==> src/rtl/vc_test_fixed_delay_source.sv <==
// -----------------------------------------------------------------------------
// vc_test_fixed_delay_source
//
// Test-harness message source. Before it offers each message downstream, it
// waits a programmable number of idle cycles. Messages are preloaded into the
// internal array m[] by hierarchical write from the testbench. They are sent in
// index order over a val/rdy handshake.
//
// Parameters
//   p_msg_nbits  width of one message
//   p_num_msgs   depth of m[]
//
// Ports
//   clk       in   rising-edge clock
//   reset     in   asynchronous reset, active low (0 = in reset)
//   delay     in   idle cycles before each message (sampled live)
//   num_msgs  in   count of valid entries in m[], clamped to p_num_msgs
//   val       out  message valid
//   rdy       in   downstream ready
//   msg       out  current message m[idx], zero once idx runs off the array
//   done      out  all num_msgs messages have been transferred
// -----------------------------------------------------------------------------
module vc_test_fixed_delay_source #(
  parameter int unsigned p_msg_nbits = 1,
  parameter int unsigned p_num_msgs  = 1024
) (
  input  logic                   clk,
  input  logic                   reset,
  input  logic [31:0]            delay,
  input  logic [31:0]            num_msgs,
  output logic                   val,
  input  logic                   rdy,
  output logic [p_msg_nbits-1:0] msg,
  output logic                   done
);

  // The extra index bit lets idx reach p_num_msgs itself, which is the
  // "everything sent" value when num_msgs is clamped.
  localparam int unsigned IDX_W    = $clog2(p_num_msgs) + 1;
  localparam int unsigned ADDR_W   = (p_num_msgs > 1) ? $clog2(p_num_msgs) : 1;
  localparam logic [31:0] MAX_MSGS = 32'(p_num_msgs);

  // NOTE: the message store has no reset and no write port here. Its contents
  // belong to the testbench, which fills it by hierarchical write. Resetting
  // it would wipe a preload that was made while reset was held.
  logic [p_msg_nbits-1:0] m [0:p_num_msgs-1];

  logic [IDX_W-1:0] idx;      // next message to send
  logic [31:0]      cnt;      // idle cycles elapsed since reset/last transfer
  logic [31:0]      lim;      // effective message count
  logic [31:0]      idx_ext;  // idx widened for 32-bit compares
  logic             xfer;     // handshake completes this cycle

  // ---------------------------------------------------------------------------
  // Derived outputs. val depends only on state and on the live delay/num_msgs
  // inputs, never on rdy, so there is no rdy-to-val path through this block.
  // ---------------------------------------------------------------------------
  always_comb begin
    // NOTE: every signal driven here gets a default first, so no path can
    // leave one unassigned and infer a latch.
    lim     = (num_msgs > MAX_MSGS) ? MAX_MSGS : num_msgs;
    idx_ext = 32'(idx);
    msg     = '0;

    done = (idx_ext >= lim);
    // cnt is already zero while reset is low. The explicit gate keeps val low
    // during reset even when delay is zero.
    val  = reset && !done && (cnt >= delay);
    xfer = val && rdy;

    if (idx_ext < MAX_MSGS) begin
      msg = m[idx[ADDR_W-1:0]];
    end
  end

  // ---------------------------------------------------------------------------
  // Sequencing state.
  // - A transfer advances idx and restarts the idle count.
  // - Otherwise cnt climbs toward delay and stops there, so it never wraps.
  //   Because it stops at the current delay, raising delay later makes val
  //   wait again.
  // - Once done, both registers freeze whatever rdy does. xfer is already
  //   low then, because val needs !done.
  // ---------------------------------------------------------------------------
  // NOTE: state registers use non-blocking assignments, so every flop samples
  // pre-edge values regardless of process ordering.
  always_ff @(posedge clk or negedge reset) begin
    if (!reset) begin
      idx <= '0;
      cnt <= '0;
    end else if (xfer) begin
      idx <= idx + IDX_W'(1);
      cnt <= '0;
    end else if (!done && (cnt < delay)) begin
      cnt <= cnt + 32'd1;
    end
  end

endmodule
==> config.mk <==
export PLATFORM = sky130hd
export DESIGN_NAME = vc_test_fixed_delay_source
export DESIGN_NICKNAME = d
export VERILOG_FILES = /design/src/rtl/vc_test_fixed_delay_source.sv
export SDC_FILE = /design/constraint.sdc
export NUM_CORES = 1
export LEC_CHECK = 0
export ABC_AREA = 1
export CAP_MARGIN = 30
export CORE_ASPECT_RATIO = 1.4
export CORE_UTILIZATION = 30
export DETAILED_ROUTE_END_ITERATION = 10
export GPL_ROUTABILITY_DRIVEN = 0
export PLACE_DENSITY = 0.6
export SLEW_MARGIN = 20
export SYNTH_ARGS = -nofsm -noshare
export SYNTH_HDL_FRONTEND = slang
export SYNTH_SLANG_ARGS = --single-unit
export TNS_END_PERCENT = 20
==> constraint.sdc <==
create_clock -name clk -period 3.5 [get_ports clk]
set_clock_uncertainty 0.1 [all_clocks]
set_input_delay 0.7 -clock clk [delete_from_list [all_inputs] [get_ports clk]]
set_output_delay 0.7 -clock clk [all_outputs]
set_load 0.01 [all_outputs]
# Word level (Yosys, flattened, before mapping)
# Cells that the tools add are included.
# op_classes
order_cmp,5
n_eq_ne,0
mul,0
reduce_logical,6
add_sub_neg,2
n_shift,0
div,0
n_mux,4
bitwise_logic,0
# ops
operator,count
$mux 32,3
$add 32x1->32 const B,1
$ge 11x32->1,1
$ge 32x32->1,1
$gt 32x11->1 const B,1
$lt 32x32->1,1
$add 11x1->11 const B,1
$lt 11x11->1 const B,1
$logic_and 1x1->1,4
$reduce_bool 2->1,1
$logic_not 1->1,1
$mux 1,1
# word_totals
reg_bits,43
mem_bits_rw,0
romBits,0
latch_bits,0
word_cells,19
memories,0

# Logic depth before layout (Yosys ltp)
# logic_depth
depth_word,8
mapped_depth,23
depth_no_buf,23

# Worst setup path before layout
# OpenSTA, ideal clock, no wires.
# synth_path
kind,input -> output
startpoint,in num_msgs[16]
endpoint,out val
required_time_ns,2.700
n_path_buf,0
arrival_time_ns,2.811
slack_ns,-0.111
path_stages,16
cell_sequence,or2_2 -> nor4_1 -> nand2_1 -> nor4_1 -> nand2_1 -> clkinv_1 -> nand2_1 -> ha_1 -> a21oi_1 -> o21a_1 -> nand2_1 -> nand2_1 -> nand3_2 -> nor2_1 -> nand2_1 -> inv_1
# synth_between
elab_chain_len,6
# synth_lines
element,line,text
start: declaration,30,"input logic [31:0] num_msgs,"
$gt 32x11->1,61,lim = (num_msgs > MAX_MSGS) ? MAX_MSGS : num_msgs;
$mux 32 *,61,
$ge 11x32->1 *,65,done = (idx_ext >= lim);
named net done,34,output logic done
$logic_not 1->1 *,68,val = reset && !done && (cnt >= delay);
$logic_and 1x1->1 * (2 in series),68,
end: declaration,31,"output logic val,"
# The timed path passes the listed nets; every way through them passes the cells marked *.

# Worst setup path after layout
# layout_path
startpoint,in num_msgs[14]
endpoint,out val
# layout_between
elab_chain_len,6
# layout_lines
element,line
$gt 32x11->1,61
$mux 32 *,61
$ge 11x32->1 *,65
$logic_not 1->1 *,68
$logic_and 1x1->1 * (2 in series),68
# Every way passes the cells marked *; elsewhere a longest branch is shown, timed or not.

==> summary.txt <==
Clocking
  – CTS H-tree lvls: 2
  – Clock sinks: 43
  – CTS Buf Count: 5
  – CTS Buffer Depth: 2
  – Clock transition at path regs: 0.07 ns
  – TritonCTS clock tree: built
  – Clock latency on the worst-skew pair: 0.30 ns
  – Clk Tree Root Cell: clkbuf_16

Synth
  – Post-synth top flop: dfrtp_1
  – Yosys warnings: 0
  – Async SR Flop Fraction: 1.000
  – Post-synth EDFFs: 0
  – Cell accounting for the most synthesized area: dfrtp_1
  – Most frequent cell after synthesis: nand2_1
  – Most frequent cells after synthesis: nand2_1, inv_1, nand3_1
  – Synth Cell Area: 4337 um2
  – Sequential fraction of the synthesis area: 0.2481
  – Top cells by area, synth: dfrtp_1, nand2_1, ha_1, inv_1, nand3_2
  – Mean Syn Cell Area: 6.972 um2
  – Mapped Cells: 622
  – Yosys cell types: 31
  – Yosys reg bits: 43
  – Syn_nets: 734
  – Top cell type's share of synthesized area: 0.2481

Critical path
  – R2R depth: 15
  – Max stage delay cell, worst path: clkdlybuf4s50_1
  – Crit-path max cell delay: 0.39 ns
  – Startpoint Class: input pin
  – Critical path endpoint category: primary output
  – Critical Path Fanout Max: 4
  – Critical path class: input pin to primary output
  – Most used cell, CP: nand2_1
  – Worst-path cell chain: clkdlybuf4s50_1 -> or2_4 -> nor4_4 -> nand2_2 -> buf_6 -> clkinvlp_4 -> nand2_2 -> ha_4 -> nand2_4 -> o21a_1 -> nand2_1 -> nand2_1 -> nand3_2 -> nor2_2 -> nand2_1 -> inv_1 -> buf_2
  – Buf+Inv Stages, Crit Path: 5
  – Crit path max-delay family: simple AND/OR/NAND/NOR gates
  – CP Depth: 17
  – CP Data Arrival Time: 2.97 ns
  – CP Data Required Time: 2.70 ns

Global route
  – GRT overflow: 0
  – First-pass GRT wire length: 19,280 um
  – Number of global-route vias before repair: 4,148
  – Largest net degree at the start of global routing: 44
  – Initial antenna violation count: 0
  – GRT Overall Usage: 0.1614

Power
  – Static Leak: 3.272 nW
  – Final Power: 0.001166 W
  – Peak VDD IR: about 160 uV
  – Clk network pwr share: 0.431
  – Power Density: about 190 nW/um2
  – Net switching power: 0.0002861 W
  – Int Power: about 0.00088 W
  – Sw Ratio: 0.2453
  – Combinational power share: 0.137
  – Sequential share of power: 0.432

Placement
  – Place WS: -1.074 ns
  – Port Buffers: 68
  – Post-DP HPWL: 8458 um
  – Placed cell areas: 5391 um2

Finish
  – Share of layout cells above drive strength 1: 0.2350
  – Sequential cell area: approximately 1100 um2
  – # fillers: 1,398
  – Antenna diodes: 0
  – Layout Utilization: 0.4438
  – Multi-input gate area: 3075 um2
  – Layout area overhead: 43.65%
  – Layout Nets: 843
  – Design area: 6230 um2

Min path
  – Hold Crit Depth: 2
  – Worst Hold Class: register to register

Timing
  – Final hold viol count: 0
  – Max-slew violations: 0
  – Fin crit period: approximately 3.8 ns
  – Relative slew slack: 0.6225
  – FMAX: 265.1 MHz
  – Hold_ws: 0.4323 ns
  – Crit share post-route: 1.078
  – Worst-margin pin slew: 0.5663 ns
  – RSZ-0062 raised after global routing: yes
  – # setup viols final: 2
  – Final worst slack: -0.2723 ns

Route
  – Vias per inst: 4.685
  – DR iter-0 viols: between 150 and 200
  – WL final: around 12,000 um
  – DR WL/cell: 13.10 um
  – DRC viols: 0
  – First drt pass iteration count: 4
  – Final ANT Viol Nets: 0
  – Vias: 4,296

Die
  – Initial Utilization: 0.3089
  – Die Y: between 100 and 150 um
  – Die outline width: roughly 100 um
  – Top-Level Pins: 70
  – Core area: between 10,000 and 15,000 um2
  – # rows: 51
  – Die area: 14,950 um2

Run
  – Max Cap Violations: 0

Status
  – Status: finished with violations
  – Failing checks: setup timing
cells in the final DEF (no fill, tap or decap), types with 8 or more instances in the layout:
cell and n:
xnor2_1 8, or2_4 8, dfrtp_1 43, nand2_1 158, inv_1 100, nand2_2 16
clkdlybuf4s50_1 42, dlymetal6s2s_1 8, nand3_1 36, nand3_2 44, buf_4 27, xor2_1 30
nand4_1 9, ha_1 37, a21oi_1 14, buf_6 9, nor3_1 23, ha_4 8
nor2_1 30
metrics by stage:
step | setup TNS, ns | std cells
floorplan | -0.05936 | 622
global route | -4.346 | 917
global placement | -23.23 | 889
detailed placement | -23.69 | 889
CTS | -8.261 | 915
finish | -0.5040 | 917
final timing paths:
| path | from | endpoint | slack (ns) |
|---|---|---|---|
| min in group asynchronous | reset | cnt[13]$_DFFE_PN0P_ | 0.48 |
| max in group asynchronous | reset | cnt[0]$_DFFE_PN0P_ | 2.44 |
| max | num_msgs[14] | val | -0.27 |
| max reg2reg | cnt[29]$_DFFE_PN0P_ | cnt[27]$_DFFE_PN0P_ | 0.95 |
| min | idx[8]$_DFFE_PN0P_ | idx[8]$_DFFE_PN0P_ | 0.43 |
| min reg2reg | idx[8]$_DFFE_PN0P_ | idx[8]$_DFFE_PN0P_ | 0.43 |
worst reg2reg max path: stages, from the launching register on:
cell	delay [ns]
dfrtp_1	0.45
ha_1	0.32
nand2_1	0.07
nor2_2	0.10
nand2_1	0.11
nor4_2	0.17
buf_4	0.17
nand2_1	0.08
nand3_2	0.08
buf_4	0.12
nand3_4	0.11
buf_6	0.15
buf_8	0.13
clkbuf_16	0.16
nand3_1	0.07
nand2_1	0.05
cells by family after synthesis:
family          count (synthesis)  share of synthesized area
compound gates                 28                    0.03751
xor+xnor                       38                    0.07675
fa+ha+maj                      45                     0.1298
buf+inv                       121                     0.1186
flops                          43                     0.2481
other cells                     1                  0.0008647
simple gates                  346                     0.3883
sequential cells by signal, summed over array words and instances, names as in the netlist:
| signal | cells |
|---|---|
| idx | 11 |
| cnt | 32 |
per-layer routing:
layer  vias to the layer above  wire length [um]  global-route usage
met1                      1954              4758              0.1678
met5                         -                 0                   0
met4                         0               429             0.07704
met2                        98              6434              0.3183
met3                        33               391             0.02208
li1                       2211                 -                   -
layout make-up:
class | instances | area share
multi-input combinational | 458 | 0.4937
timing repair buffer | 116 | 0.2057
sequential | 43 | 0.1727
inverter | 106 | 0.06467
tap | 185 | 0.03716
clock buffer | 6 | 0.02229
clock inverter | 2 | 0.002611
timing repair inverter | 1 | 0.001205
power groups by stage:
stage | Sequential, W | Combinational, W | Clock [W]
floorplan | 0.000512 | 0.0000492 | 0
global placement | 0.000514 | 0.000156 | 0
detailed placement | 0.000514 | 0.000158 | 0
CTS | 0.000504 | 0.000162 | 0.000508
global route | 0.000504 | 0.000178 | 0.000529
finish | 0.000504 | 0.000160 | 0.000503
timing repair:
item                                   in CTS  in global routing
pin swaps                                  34                 28
setup buffers                              17                  2
resized for setup                          89                 54
setup endpoints to repair                  45                 45
hold buffers                                0                  0
gates cloned                                8                  3
endpoints found under the hold margin       0                  0
Power figures use the tool's default switching activity.
